### src/rtl/mod_multicycle_ctrl.sv
// Multi-cycle control FSM for the RV32I core: fetch, decode, execute,
// memory and writeback sequencing with bus-wait timeout and sticky trap.
`ifndef OPCODE_WIDTH
`define OPCODE_WIDTH 7
`endif
`ifndef XLEN
`define XLEN 32
`endif
`ifndef OP_LUI
`define OP_LUI    7'h37
`define OP_AUIPC  7'h17
`define OP_JAL    7'h6F
`define OP_JALR   7'h67
`define OP_BRANCH 7'h63
`define OP_LOAD   7'h03
`define OP_STORE  7'h23
`define OP_IMM    7'h13
`define OP_OP     7'h33
`endif

module mod_multicycle_ctrl #(
    parameter int unsigned TIMEOUT_CYCLES    = 16,
    parameter bit          RESET_STATE_FETCH = 1'b1
) (
    input  logic                     clk_i,
    input  logic                     rst_i,
    input  logic [`OPCODE_WIDTH-1:0] opcode_i,
    input  logic                     branch_taken_i,
    input  logic                     imem_ack_i,
    input  logic                     dmem_ack_i,
    output logic                     imem_req_o,
    output logic                     dmem_req_o,
    output logic                     dmem_we_o,
    output logic                     ir_en_o,
    output logic                     pc_en_o,
    output logic [1:0]               pc_sel_o,
    output logic                     rf_we_o,
    output logic [1:0]               wb_sel_o,
    output logic                     alu_a_sel_o,
    output logic                     alu_b_sel_o,
    output logic [2:0]               state_o,
    output logic                     trap_o,
    output logic [1:0]               trap_cause_o,
    output logic [`XLEN-1:0]         instret_o
);

    typedef enum logic [2:0] {
        S_IDLE    = 3'd0,
        S_FETCH   = 3'd1,
        S_DECODE  = 3'd2,
        S_EXECUTE = 3'd3,
        S_MEM     = 3'd4,
        S_WB      = 3'd5,
        S_TRAP    = 3'd6
    } state_e;

    localparam state_e     RST_STATE = RESET_STATE_FETCH ? S_FETCH : S_IDLE;
    localparam logic [7:0] WAIT_LAST = 8'(TIMEOUT_CYCLES - 1);

    state_e           state_q, state_d;
    logic [7:0]       wait_q, wait_d;
    logic [1:0]       cause_q, cause_d;
    logic [`XLEN-1:0] instret_q, instret_d;
    logic             retire;

    logic is_lui, is_auipc, is_jal, is_jalr, is_branch;
    logic is_load, is_store, is_imm, is_op, legal;

    assign is_lui    = (opcode_i == `OP_LUI);
    assign is_auipc  = (opcode_i == `OP_AUIPC);
    assign is_jal    = (opcode_i == `OP_JAL);
    assign is_jalr   = (opcode_i == `OP_JALR);
    assign is_branch = (opcode_i == `OP_BRANCH);
    assign is_load   = (opcode_i == `OP_LOAD);
    assign is_store  = (opcode_i == `OP_STORE);
    assign is_imm    = (opcode_i == `OP_IMM);
    assign is_op     = (opcode_i == `OP_OP);
    assign legal     = is_lui | is_auipc | is_jal | is_jalr | is_branch
                     | is_load | is_store | is_imm | is_op;

    always_ff @(posedge clk_i or posedge rst_i) begin
        if (rst_i) begin
            state_q   <= RST_STATE;
            wait_q    <= '0;
            cause_q   <= '0;
            instret_q <= '0;
        end else begin
            state_q   <= state_d;
            wait_q    <= wait_d;
            cause_q   <= cause_d;
            instret_q <= instret_d;
        end
    end

    // The wait counter defaults to zero, so it clears on any ack or state change.
    always_comb begin
        state_d     = state_q;
        wait_d      = '0;
        cause_d     = cause_q;
        retire      = 1'b0;
        imem_req_o  = 1'b0;
        dmem_req_o  = 1'b0;
        dmem_we_o   = 1'b0;
        ir_en_o     = 1'b0;
        pc_en_o     = 1'b0;
        pc_sel_o    = 2'd0;
        rf_we_o     = 1'b0;
        wb_sel_o    = 2'd0;
        alu_a_sel_o = 1'b0;
        alu_b_sel_o = 1'b0;
        unique case (state_q)
            S_IDLE: state_d = S_FETCH;
            S_FETCH: begin
                imem_req_o = 1'b1;
                if (imem_ack_i) begin
                    ir_en_o = 1'b1;
                    state_d = S_DECODE;
                end else if (wait_q == WAIT_LAST) begin
                    state_d = S_TRAP;
                    cause_d = 2'd2;
                end else begin
                    wait_d = wait_q + 8'd1;
                end
            end
            S_DECODE: begin
                if (legal) begin
                    state_d = S_EXECUTE;
                end else begin
                    state_d = S_TRAP;
                    cause_d = 2'd1;
                end
            end
            S_EXECUTE: begin
                alu_a_sel_o = is_auipc;
                alu_b_sel_o = !(is_op || is_branch);
                if (is_branch) begin
                    pc_en_o  = 1'b1;
                    pc_sel_o = branch_taken_i ? 2'd1 : 2'd0;
                    retire   = 1'b1;
                    state_d  = S_FETCH;
                end else if (is_load || is_store) begin
                    state_d = S_MEM;
                end else begin
                    state_d = S_WB;
                end
            end
            S_MEM: begin
                dmem_req_o = 1'b1;
                dmem_we_o  = is_store;
                if (dmem_ack_i) begin
                    if (is_store) begin
                        pc_en_o = 1'b1;
                        retire  = 1'b1;
                        state_d = S_FETCH;
                    end else begin
                        state_d = S_WB;
                    end
                end else if (wait_q == WAIT_LAST) begin
                    state_d = S_TRAP;
                    cause_d = 2'd3;
                end else begin
                    wait_d = wait_q + 8'd1;
                end
            end
            S_WB: begin
                rf_we_o = 1'b1;
                pc_en_o = 1'b1;
                retire  = 1'b1;
                state_d = S_FETCH;
                if (is_load)                wb_sel_o = 2'd1;
                else if (is_jal || is_jalr) wb_sel_o = 2'd2;
                else if (is_lui)            wb_sel_o = 2'd3;
                if (is_jal)       pc_sel_o = 2'd1;
                else if (is_jalr) pc_sel_o = 2'd2;
            end
            S_TRAP: state_d = S_TRAP;
            default: state_d = S_TRAP;
        endcase
        instret_d = retire ? instret_q + `XLEN'(1) : instret_q;
    end

    assign state_o      = state_q;
    assign trap_o       = (state_q == S_TRAP);
    assign trap_cause_o = cause_q;
    assign instret_o    = instret_q;

endmodule
### config.mk
export PLATFORM = sky130hd
export DESIGN_NAME = mod_multicycle_ctrl
export DESIGN_NICKNAME = d
export VERILOG_FILES = /design/src/rtl/mod_multicycle_ctrl.sv
export SDC_FILE = /design/constraint.sdc
export NUM_CORES = 1
export LEC_CHECK = 0
export CAP_MARGIN = 15
export CORE_ASPECT_RATIO = 0.9
export CORE_MARGIN = 2
export CORE_UTILIZATION = 45
export CTS_BUF_LIST = sky130_fd_sc_hd__clkbuf_8 sky130_fd_sc_hd__clkbuf_16
export CTS_CLUSTER_DIAMETER = 100
export DETAILED_ROUTE_END_ITERATION = 8
export PLACE_DENSITY = 0.77
export RECOVER_POWER = 100
export SLEW_MARGIN = 5
export SYNTH_ARGS = -nofsm -noshare
export SYNTH_HDL_FRONTEND = slang
export SYNTH_SLANG_ARGS = --single-unit
### constraint.sdc
create_clock -name clk_i -period 2 [get_ports clk_i]
set_input_delay 0.4 -clock clk_i [delete_from_list [all_inputs] [get_ports clk_i]]
set_output_delay 0.4 -clock clk_i [all_outputs]
set_load 0.05 [all_outputs]
==> run_results.csv <==
group,metric,value,unit
status,status,"finished with violations",
status,violations,"setup timing",
critical_path,required,2240,ps
placement,portBuffers,61,
power_and_ir_drop,power_density,368,nW/um^2
critical_path,crit_arrival,2410,ps
timing,max_freq,460,MHz
critical_path,cp_cell_sequence,"nand3b_1 > buf_4 > clkinvlp_4 > a21o_1 > buf_6 > nand4_1 > buf_6 > buf_12 > or3_1 > nand2_1",
synthesis,synth_top_family_by_area,"simple AND/OR/NAND/NOR gates",
global_route,antenna_found_initial,0,
timing,rsz0062_at_grt,"true",
timing,period_needed,2180,ps
synthesis,synth_edf_count,0,
layout,antenna_cells,0,
critical_path,cp_common_cell,"buf_6",
critical_path,worst_r2r_path_depth,10,
routing,first_iter_violations,206,
synthesis,synthAdderAreaFrac,0.999,%
floorplan,initial_utilization,47.1,%
global_route,overflow,0,
power_and_ir_drop,peakVddDrop,349,uV
job,drv_cap,0,
global_route,grt_pass1_wl,11000,um
floorplan,die_x,82.6,um
global_route,grt_pass1_vias,2274,
synthesis,ys_types,55,
routing,avgRoutedWirePerCell,19.8,um
cts,clockBufferDepth,2,
synthesis,synthMuxAreaShare,0.450,%
floorplan,fp.dieH,74.8,um
power_and_ir_drop,power.total,1.59,mW
cts,cts_tree,"done",
routing,avgViaCountPerCell,5.80,
routing,wl,9030,um
timing,maxSlewViolCount,0,
critical_path,cp-end-kind,"flip-flop",
placement,placed_area,3760,um^2
layout,drive_gt1_share,43.0,%
synthesis,syn-cell-area,2500,um^2
critical_path,cp_slowest_cell,"dfstp_2",
synthesis,async_reset_ff_share,100,%
placement,hpwl,4820,um
critical_path,slowest_delay,560,ps
layout,nets,401,
floorplan,design.core.area,5320,um^2
timing,setup_viol,25,
layout,area_delta_synth_final,72.8,%
critical_path,cp_max_fo,8,
synthesis,yosys.area_share.simple,30.9,%
routing,ant_nets,0,
cts,cts_sinks,45,
timing,finalWorstSetupSlack,-175,ps
timing,fin_skew,13.1,ps
power_and_ir_drop,clockPowerShare,36.7,%
routing,num_vias,2639,
cts,clk_pin_slew,100,ps
synthesis,syn-num-nets,269,
timing,hold_violations,0,
synthesis,synth_compound_area_share,6.04,%
placement,gp_congestion,0.879,
cts,htree_levels,2,
cts,clk_latency,320,ps
synthesis,synth_cells,255,
timing,relSlewSlack,26.9,%
critical_path,path_class,"flip-flop to flip-flop",
power_and_ir_drop,seqPwrFrac,57.1,%
power_and_ir_drop,p_leak,2.12,nW
routing,drc_errors,0,
layout,final_core_util,81.4,%
worst_hold_path,min_path_type,"flip-flop to flip-flop",
critical_path,start_kind,"flip-flop",
floorplan,dieArea,6180,um^2
routing,dr.pass1.iters,6,
timing,period_share,109,%
global_route,grt_usage,23.6,%
power_and_ir_drop,p_int,1.19,mW
cts,holdBufCountCts,0,
synthesis,syn_area_per_cell,9.82,um^2
layout,final_common_cell,"buf_4",
worst_hold_path,whs_path_depth,1,
power_and_ir_drop,p_switching,401,uW
power_and_ir_drop,share_comb_of_total_power,6.2,%
synthesis,synthFlopType,"dfrtp_1",
floorplan,rows,25,
power_and_ir_drop,switching_share,25.1,%
layout,layout_common_cells,"52 x buf_4, 33 x dfrtp_1, 26 x xor2_1, 22 x clkdlybuf4s50_1, 21 x nand2_1",
cts,cts_buffers,5,
floorplan,pin_count,62,
layout,final_cell_area,4330,um^2
synthesis,yosysWarningCount,0,
cts,ctsRootBufferMaster,"clkbuf_8",
timing,worstMarginPinSlew,1100,ps
synthesis,ys_ff_latch,45,
global_route,grt_max_degree,46,
synthesis,synth-xor-area-share,12.6,%
synthesis,yosysSeqAreaShare,45.0,%
power groups by stage:
stage / combinational (mW) / clock, mW / sequential (mW)
floorplan: 0.0343 / 0 / 0.928
global placement: 0.0957 / 0 / 0.927
detailed placement: 0.0977 / 0 / 0.927
CTS: 0.101 / 0.566 / 0.909
global route: 0.108 / 0.621 / 0.910
finish: 0.0993 / 0.585 / 0.909
area by class of cell:
type                       instances  area (um^2)
tap                               67         83.8
clock inverter                     3         20.0
timing repair buffer             135         1350
clock buffer                       5         68.8
fill                             287          988
sequential                        45         1140
multi-input combinational        191         1630
inverter                           9         37.5
timing repair:
action	4_1_cts	5_1_grt
resized for setup	32	42
cloned	0	1
setup buffers	16	19
endpoints found under the hold margin	0	0
pin swaps	12	28
setup endpoints to repair	14	34
worst max-delay path, delay by kind of cell (launching register included):
| family | cells | cell delay, ps |
|---|---|---|
| simple gates | 4 | 750 |
| buf+inv | 5 | 680 |
| flops | 1 | 560 |
| compound gates | 1 | 120 |
final timing paths:
kind | from | to | slack, ps
min in group asynchronous | rst_i | wait_q[7] | 860
max in group asynchronous | rst_i | instret_o[12] | 380
hold reg to reg | instret_o[29] | instret_o[29] | 510
hold / removal | instret_o[29] | instret_o[29] | 510
setup / recovery | state_o[0] | instret_o[12] | -180
setup reg to reg | state_o[0] | instret_o[12] | -180
per-layer routing:
metal  up-vias  GRT usage (%)  wire, um
met4         0           4.55       432
met2       121           41.7      4650
met5         -              0         0
met1      1318           31.4      3450
met3        52           3.24       498
li1       1148              -         -
registers in the layout, summed over array words and instances, names as in the netlist:
name / flops
instret_o: 32
state_o: 3
trap_cause_o: 2
wait_q: 8
through the flow:
step	hold WS, ps	setup WS, ps	instances	setup TNS [ps]
2_1_floorplan	433	-440	255	-10530
3_3_place_gp	451	-199	411	-3470
3_5_place_dp	463	-246	411	-5230
4_1_cts	445	-52.4	435	-230
5_1_grt	513	-215	455	-2860
6_report	509	-175	455	-1280
kinds of logic after synthesis:
| kind of cell | after synthesis |
|---|---|
| muxes | 1 |
| buffers and inverters | 19 |
| xor gates and xnor gates | 36 |
| adders and majority gates | 2 |
| AOI/OAI and AO/OA | 23 |
| DFF | 45 |
| and+or+nand+nor | 129 |
cell usage after synthesis (all sizes together) (4+ instances only):
cell type  number  area share, %
nor3           15            5.3
nand4           8            2.0
xor2           27            9.4
o21ai           8            1.6
nor2b           4            1.0
dfrtp          44             44
xnor2           9            3.1
nand3          18            4.3
buf             6            2.0
nor4            8            3.3
nand2b          4            1.0
nand2          24            3.6
inv             9            1.3
clkbuf          4           0.65
nor2           31            4.6
Power figures use the tool's default switching activity.
